<file path="src/rtl/mac_seq.sv">
// mac_seq: tile sequencer and result collector for a single mac PE.
// Joins the activation and weight streams into MAC steps (j outer over
// accumulators, k inner over dot-product length), tracks each step with a
// two-stage tag that lines up with the MAC's registered output, and emits
// the final sum of every accumulator as an indexed result.
module mac_seq #(
    parameter int ACC_W   = 16,
    parameter int K_W     = 8,
    parameter int NUM_ACC = 8
) (
    input  logic                       clk,
    input  logic                       rst,
    input  logic                       start,
    input  logic [K_W-1:0]             cfg_k,
    input  logic [$clog2(NUM_ACC)-1:0] cfg_nacc,
    input  logic [1:0]                 cfg_ch,
    input  logic                       act_valid,
    input  logic [ACC_W-1:0]           act_data,
    output logic                       act_ready,
    input  logic                       wt_valid,
    input  logic [ACC_W-1:0]           wt_data,
    output logic                       wt_ready,
    output logic                       mac_clear,
    output logic [2:0]                 mac_valid_ctrl,
    output logic [$clog2(NUM_ACC)-1:0] mac_acc_sel,
    output logic [ACC_W-1:0]           mac_a_0,
    output logic [ACC_W-1:0]           mac_a_1,
    output logic [ACC_W-1:0]           mac_a_2,
    output logic [ACC_W-1:0]           mac_weight,
    input  logic                       mac_valid_out,
    input  logic [ACC_W-1:0]           mac_acc_out,
    output logic                       res_valid,
    output logic [$clog2(NUM_ACC)-1:0] res_idx,
    output logic [ACC_W-1:0]           res_data,
    output logic                       busy,
    output logic                       done,
    output logic                       cfg_err
);

    localparam int IDX_W = $clog2(NUM_ACC);

    typedef enum logic [1:0] {
        IDLE  = 2'd0,
        CLEAR = 2'd1,
        RUN   = 2'd2,
        DRAIN = 2'd3
    } state_t;

    state_t             state_r;
    state_t             next_s;

    // Tile configuration, frozen for the whole tile
    logic [K_W-1:0]     k_lat_r;
    logic [IDX_W-1:0]   nacc_lat_r;
    logic [1:0]         ch_lat_r;

    // Step position: j = accumulator, k = position inside the dot product
    logic [IDX_W-1:0]   j_r;
    logic [K_W-1:0]     k_r;

    // Tag pipeline: stage 1 matches the registered step outputs, stage 2
    // matches the MAC's registered valid_out/acc_out
    logic               tag_v1_r;
    logic               tag_last1_r;
    logic [IDX_W-1:0]   tag_idx1_r;
    logic               tag_v2_r;
    logic               tag_last2_r;
    logic [IDX_W-1:0]   tag_idx2_r;

    // High only in the first DRAIN cycle; DRAIN never exits from it
    logic               drain_first_r;

    // Registered outputs
    logic               mac_clear_r;
    logic [2:0]         vc_r;
    logic [IDX_W-1:0]   sel_r;
    logic [ACC_W-1:0]   a0_r;
    logic [ACC_W-1:0]   a1_r;
    logic [ACC_W-1:0]   a2_r;
    logic [ACC_W-1:0]   wt_r;
    logic               res_valid_r;
    logic [IDX_W-1:0]   res_idx_r;
    logic [ACC_W-1:0]   res_data_r;
    logic               busy_r;
    logic               done_r;
    logic               cfg_err_r;

    // Next values of the registered outputs
    logic [2:0]         vc_nx_s;
    logic [IDX_W-1:0]   sel_nx_s;
    logic [ACC_W-1:0]   a0_nx_s;
    logic [ACC_W-1:0]   a1_nx_s;
    logic [ACC_W-1:0]   a2_nx_s;
    logic [ACC_W-1:0]   wt_nx_s;
    logic               cap_s;

    logic               step_s;
    logic               k_last_s;
    logic               j_last_s;
    logic               start_ok_s;
    logic               start_bad_s;
    logic               pipe_empty_s;

    assign step_s       = (state_r == RUN) & act_valid & wt_valid;
    assign k_last_s     = (k_r == (k_lat_r - K_W'(1)));
    assign j_last_s     = (j_r == nacc_lat_r);
    assign start_ok_s   = (state_r == IDLE) & start & (cfg_ch != 2'd3);
    assign start_bad_s  = (state_r == IDLE) & start & (cfg_ch == 2'd3);
    assign pipe_empty_s = ~tag_v1_r & ~tag_v2_r & ~drain_first_r;
    assign cap_s        = mac_valid_out & tag_v2_r & tag_last2_r;

    // The joint handshake is the only unregistered output
    assign act_ready = step_s;
    assign wt_ready  = step_s;

    // State register
    always_ff @(posedge clk) begin
        if (rst) begin
            state_r <= IDLE;
        end else begin
            state_r <= next_s;
        end
    end

    // Next-state logic
    always_comb begin
        next_s = state_r;
        case (state_r)
            IDLE: begin
                if (start_ok_s) next_s = CLEAR;
                else            next_s = IDLE;
            end
            CLEAR: begin
                if (k_lat_r == {K_W{1'b0}}) next_s = DRAIN;
                else                        next_s = RUN;
            end
            RUN: begin
                if (step_s && k_last_s && j_last_s) next_s = DRAIN;
                else                                next_s = RUN;
            end
            DRAIN: begin
                if (pipe_empty_s) next_s = IDLE;
                else              next_s = DRAIN;
            end
            default: next_s = IDLE;
        endcase
    end

    // Step outputs: one-hot channel, routed activation, weight and acc select
    always_comb begin
        vc_nx_s  = 3'b000;
        sel_nx_s = {IDX_W{1'b0}};
        a0_nx_s  = {ACC_W{1'b0}};
        a1_nx_s  = {ACC_W{1'b0}};
        a2_nx_s  = {ACC_W{1'b0}};
        wt_nx_s  = {ACC_W{1'b0}};
        if (step_s) begin
            case (ch_lat_r)
                2'd0: begin
                    vc_nx_s = 3'b001;
                    a0_nx_s = act_data;
                end
                2'd1: begin
                    vc_nx_s = 3'b010;
                    a1_nx_s = act_data;
                end
                2'd2: begin
                    vc_nx_s = 3'b100;
                    a2_nx_s = act_data;
                end
                default: begin
                    vc_nx_s = 3'b000;
                end
            endcase
            wt_nx_s  = wt_data;
            sel_nx_s = j_r;
        end else begin
            vc_nx_s  = 3'b000;
            sel_nx_s = {IDX_W{1'b0}};
        end
    end

    // Configuration latch, step counters, tag pipeline and drain guard
    always_ff @(posedge clk) begin
        if (rst) begin
            k_lat_r       <= {K_W{1'b0}};
            nacc_lat_r    <= {IDX_W{1'b0}};
            ch_lat_r      <= 2'd0;
            j_r           <= {IDX_W{1'b0}};
            k_r           <= {K_W{1'b0}};
            tag_v1_r      <= 1'b0;
            tag_last1_r   <= 1'b0;
            tag_idx1_r    <= {IDX_W{1'b0}};
            tag_v2_r      <= 1'b0;
            tag_last2_r   <= 1'b0;
            tag_idx2_r    <= {IDX_W{1'b0}};
            drain_first_r <= 1'b0;
        end else begin
            if (start_ok_s) begin
                k_lat_r    <= cfg_k;
                nacc_lat_r <= cfg_nacc;
                ch_lat_r   <= cfg_ch;
                j_r        <= {IDX_W{1'b0}};
                k_r        <= {K_W{1'b0}};
            end else if (step_s) begin
                if (k_last_s) begin
                    k_r <= {K_W{1'b0}};
                    j_r <= j_r + IDX_W'(1);
                end else begin
                    k_r <= k_r + K_W'(1);
                end
            end
            tag_v1_r      <= step_s;
            tag_last1_r   <= step_s & k_last_s;
            tag_idx1_r    <= step_s ? j_r : {IDX_W{1'b0}};
            tag_v2_r      <= tag_v1_r;
            tag_last2_r   <= tag_last1_r;
            tag_idx2_r    <= tag_idx1_r;
            drain_first_r <= (state_r != DRAIN) && (next_s == DRAIN);
        end
    end

    // Output registers: MAC drive, result capture and tile status
    always_ff @(posedge clk) begin
        if (rst) begin
            mac_clear_r <= 1'b0;
            vc_r        <= 3'b000;
            sel_r       <= {IDX_W{1'b0}};
            a0_r        <= {ACC_W{1'b0}};
            a1_r        <= {ACC_W{1'b0}};
            a2_r        <= {ACC_W{1'b0}};
            wt_r        <= {ACC_W{1'b0}};
            res_valid_r <= 1'b0;
            res_idx_r   <= {IDX_W{1'b0}};
            res_data_r  <= {ACC_W{1'b0}};
            busy_r      <= 1'b0;
            done_r      <= 1'b0;
            cfg_err_r   <= 1'b0;
        end else begin
            mac_clear_r <= (next_s == CLEAR);
            vc_r        <= vc_nx_s;
            sel_r       <= sel_nx_s;
            a0_r        <= a0_nx_s;
            a1_r        <= a1_nx_s;
            a2_r        <= a2_nx_s;
            wt_r        <= wt_nx_s;
            res_valid_r <= cap_s;
            res_idx_r   <= cap_s ? tag_idx2_r : {IDX_W{1'b0}};
            res_data_r  <= cap_s ? mac_acc_out : {ACC_W{1'b0}};
            busy_r      <= (next_s != IDLE);
            done_r      <= (state_r == DRAIN) && (next_s == IDLE);
            cfg_err_r   <= start_bad_s;
        end
    end

    assign mac_clear      = mac_clear_r;
    assign mac_valid_ctrl = vc_r;
    assign mac_acc_sel    = sel_r;
    assign mac_a_0        = a0_r;
    assign mac_a_1        = a1_r;
    assign mac_a_2        = a2_r;
    assign mac_weight     = wt_r;
    assign res_valid      = res_valid_r;
    assign res_idx        = res_idx_r;
    assign res_data       = res_data_r;
    assign busy           = busy_r;
    assign done           = done_r;
    assign cfg_err        = cfg_err_r;

endmodule

</file>
<file path="config.mk">
export PLATFORM = sky130hd
export DESIGN_NAME = mac_seq
export DESIGN_NICKNAME = d
export VERILOG_FILES = /design/src/rtl/mac_seq.sv
export SDC_FILE = /design/constraint.sdc
export NUM_CORES = 1
export LEC_CHECK = 0
export CAP_MARGIN = 20
export CORE_ASPECT_RATIO = 1.2
export CORE_MARGIN = 5
export CORE_UTILIZATION = 47
export CTS_CLUSTER_DIAMETER = 150
export CTS_CLUSTER_SIZE = 40
export DETAILED_ROUTE_END_ITERATION = 8
export PLACE_DENSITY = 0.9
export RECOVER_POWER = 100
export SYNTH_ARGS = -nofsm -noshare
export SYNTH_HDL_FRONTEND = slang
export SYNTH_SLANG_ARGS = --single-unit
</file>
<file path="constraint.sdc">
create_clock -name clk -period 4.1 [get_ports clk]
set_input_delay 0.82 -clock clk [delete_from_list [all_inputs] [get_ports clk]]
set_output_delay 0.82 -clock clk [all_outputs]
set_load 0.1 [all_outputs]
</file>
Word-level counts from Yosys, hierarchy flattened
Cells that the tools add are included.

Input bits: 67. Register bits: 128. Logic and storage cells: 81. Output and inout bits: 96.

Reductions and logical operators: 16. $add $sub $neg: 3. Bitwise operators: 18. Multiplexer cells: 7. Equal/unequal tests: 12.

Operators by type and width (number): 1-bit bitwise AND (10); 2-bit equality test, second input constant (5); 3-bit one-hot mux with 3 select lines (1); 3-bit OR reduction (3); 8-bit by 1-bit adder with 8-bit output, second input constant (1); 8-bit equality test (1); 8-bit zero test (1); 8-bit 2-to-1 mux (1); 1-bit inverter (8); 2-bit one-hot mux with 4 select lines (1); 8-bit by 1-bit subtractor with 8-bit output, second input constant (1); 2-bit by 1-bit equality test with 1-bit output, second input constant (3); 2-bit zero test (3); 2-bit OR reduction (3); 1-bit logical AND (4); 2-bit inequality test, second input constant (2); 3-bit by 1-bit adder with 3-bit output, second input constant (1); 3-bit equality test (1); 1-bit 2-to-1 mux (3); 2-bit 2-to-1 mux (1); 2-bit AND reduction (1); 2-bit nonzero test (1).

Depth between registers and ports, before layout
Depth after elaboration: 9. Depth in mapped cells: 11.

Worst setup path after synthesis
Ideal clock, no wire load.

Path type: input-to-output. From: input port wt_valid. To: output port wt_ready. Stages: 3. Data required time: 3.280 ns. Data arrival time: 1.743 ns. Setup slack: 1.537 ns. Path through: nand3_4 -> inv_2 -> buf_4.

Cells in the longest elaborated chain, start to end: 1.

RTL lines: start, declared (line 20) `input logic wt_valid,`; 1-bit bitwise AND (line 104) `assign step_s = (state_r == RUN) & act_valid & wt_valid;`; end, declared (line 22) `output logic wt_ready,`.

No other way between the ends.

Final worst setup path
From: input port rst. To: register a1_r[6], in the netlist mac_a_1[6].

Cells in the longest elaborated chain, start to end: 1.

RTL lines: start, declared (line 12) `input logic rst,`; 3-bit OR reduction (no line); end signal, assigned (line 230) `a1_r <= {ACC_W{1'b0}};`; end signal, assigned (line 244) `a1_r <= a1_nx_s;`; end, declared (line 78) `logic [ACC_W-1:0] a1_r;`.

No other way between the ends. A chain may end at the register's enable or synchronous reset.

==> metrics.csv <==
metric,value,unit
max_freq,342.1,MHz
drive_gt1_share,7.826,%
core,8939,um2
place_hpwl,8250,um
setup_viol,0,
yosysSeqAreaShare,60.54,%
p_sw_share,22.84,%
drt-wirelength-per-cell,17.16,um
crit_path_start_kind,input pin,
synth_area,4233,um2
rsz0062_at_grt,false,
p_clk_share,48.0,%
dieWidth,96.63,um
synthesis.nets,470,
cts-root-buf,clkbuf_8,
n_antenna_cell,0,
synth_common_cells,"dfxtp_1 (128), and2_1 (86), nand2_1 (36)",
r2r-end,mac_a_1[6]$_SDFF_PP0_,
synth_top_area_share,60.54,%
ff2ff_setup_slack,1.58,ns
min_path_cells,1,
place_worst_setup_slack,1.113,ns
syn_inst,400,
r2r-start,state_r[1]$_SDFF_PP0_,
antenna_found_initial,0,
report.final.slew_viol_count,0,
crit_slowest_cell,nor3b_2,
cp-end-kind,flop,
drt-total-wl,11930,um
cts_setup_buffers,0,
worstMarginPinSlew,1.256,ns
relSlewSlack,16.28,%
rr_worst_depth,6,
die_y,114.0,um
hp-class,flop to flop,
ir_drop,0.2591,mV
synth.distinct_cells,49,
numCtsBuffers,17,
fin_tns_setup,0,ns
hold_buffers,0,
skew,0.01285,ns
tritoncts,yes,
cts.repair.resized,0,
post-route-period-util,71.31,%
period_minus_slack,2.924,ns
hold_violations,0,
power.switching,0.6689,mW
vias,3402,
first_pass_iters,4,
grt_pass1_vias,3486,
drtIter0Drc,112,
hold_path_end,res_idx[1]$_SDFF_PP0_,
grt-ovfl-total,0,
ant_nets,0,
yosysMostFrequentCell,dfxtp_1,
dieArea,11010,um2
clock-sinks,128,
grt_max_degree,31,
crit_required,4.53,ns
async_flop_share,0,%
status,finished clean,
critical_path_class,input pin to flop,
track_usage,21.80,%
cp_data_arrival_time,3.36,ns
yosysTopAreaCell,dfxtp_1,
p_per_area,453.3,nW/um2
worst_skew_pair.late_latency,0.51,ns
cts_max_level,4,
drc,0,
gp_congestion,0.8218,
rows,38,
crit_chain,dlygate4sd3_1 -> clkbuf_1 -> nand2b_1 -> nor3b_2 -> and2_0,
holdCritStartpoint,tag_idx2_r[1]$_SDFF_PP0_,
ys_ff_latch,128,
initial_utilization,47.35,%
synth_edf_count,0,
yosysWarnings,0,
p_int,2.260,mW
syn_to_final_growth,52.65,%
comb_power_share,8.2,%
syn_area_per_cell,10.58,um2
io_buffer_count,162,
total_leakage_power,2.767,nW
crit_fanout,30,
clockBufferDepth,2,
setup_ws,1.176,ns
synth.area.top_cells,"dfxtp_1 (61%), and2_1 (13%), nand2_1 (3.2%), xnor2_1 (2.7%), a21oi_1 (2.2%)",
maxCapViolCount,0,
grt_pass1_wl,18790,um
ios,163,
clk_pin_slew_worst_paths,0.06,ns
detail_route.vias_per_cell,4.895,
slowest_delay,0.79,ns
synthFlopType,dfxtp_1,
pwr-share-seq,43.8,%
nets,633,
[flip-flops by register name, indices dropped and copies added (netlist names), 2 cells and up]
signal,flops
res_data,16
res_idx,3
tag_idx2_r,3
mac_weight,16
mac_a_1,16
mac_a_0,16
k_lat_r,8
mac_a_2,16
mac_valid_ctrl,3
ch_lat_r,2
j_r,3
nacc_lat_r,3
mac_acc_sel,3
state_r,2
k_r,8
[layer usage]
metal	up-vias	global-route usage (%)	part of all wire (%)
li1	1619	-	-
met1	1627	22.92	38
met2	137	40.61	55
met3	19	7.278	5.9
met4	0	7.584	2.0
met5	-	0	0
[stage by stage]
step / cells / hold WS, ns / power [mW] / instance area (um2) / util [%]
final: 695 / 0.4446 / 2.929 / 6461 / 72.28
after global routing: 695 / 0.4568 / 3.031 / 6461 / 72.28
after CTS: 695 / 0.4475 / 2.951 / 6474 / 72.42
after detailed placement: 664 / 0.4196 / 1.549 / 5912 / 66.14
after global placement: 664 / 0.4092 / 1.542 / 5912 / 66.14
after floorplan: 400 / 0.4057 / 1.455 / 4233 / -
[kinds of logic after synthesis]
kind of cell	count (synthesis)	synth area share, %
flip-flops	128	60.54
XOR/XNOR	19	3.931
AND/OR/NAND/NOR	186	26.01
multiplexers	1	0.2365
buffers and inverters	27	3.044
adder cells (fa/ha/maj)	3	0.8869
AO/OA/AOI/OAI	36	5.350
[how the worst max path moves through the flow]
stage	startpoint	end	depth (start not counted)
floorplan	wt_valid	wt_ready	3
global placement	start	j_r[0]$_SDFFE_PP0N_	7
detailed placement	wt_valid	mac_a_1[9]$_SDFF_PP0_	6
CTS	state_r[1]$_SDFF_PP0_	wt_ready	4
global route	rst	mac_a_1[6]$_SDFF_PP0_	5
finish	rst	mac_a_1[6]$_SDFF_PP0_	5
[cell type report]
| cell class | count | area (um2) |
|---|---|---|
| tap | 120 | 150.1 |
| clock inverter | 10 | 112.6 |
| clock buffer | 21 | 449.2 |
| timing repair buffer | 164 | 1624 |
| sequential | 128 | 2562 |
| inverter | 7 | 26.28 |
| fill | 621 | 2477 |
| multi-input combinational | 245 | 1536 |
[power by group through the flow]
stage | clock network (mW) | logic (mW) | registers [mW]
after floorplan | 0 | 0.112 | 1.34
after CTS | 1.42 | 0.245 | 1.28
after global placement | 0 | 0.235 | 1.31
final | 1.41 | 0.241 | 1.28
after global routing | 1.49 | 0.257 | 1.28
after detailed placement | 0 | 0.241 | 1.31
[layout by cell type (no fill, tap or decap), types with 2 or more instances in the layout]
master,instances
and2_0,65
o21ai_0,3
o211ai_1,2
clkinv_4,2
nor2_1,13
nor3_2,2
dlygate4sd3_1,96
xor2_1,6
a211oi_1,2
a21oi_1,19
nand4_1,7
clkinvlp_4,2
clkdlybuf4s50_1,64
nand2_1,36
nor2b_1,9
or3_1,2
o21bai_1,2
nor3_1,12
nand2b_1,3
buf_4,2
dfxtp_1,128
xnor2_1,13
clkbuf_16,16
nor3b_2,2
inv_1,6
clkinv_2,4
ha_1,3
and2_1,21
clkbuf_1,4
clkbuf_8,3
bufinv_16,2
o22ai_1,2
[critical path: cells and delay by family]
kind	cells	cell delay, ns
buffers and inverters	2	1.03
AND/OR/NAND/NOR	3	1.49
Power figures use the tool's default switching activity.
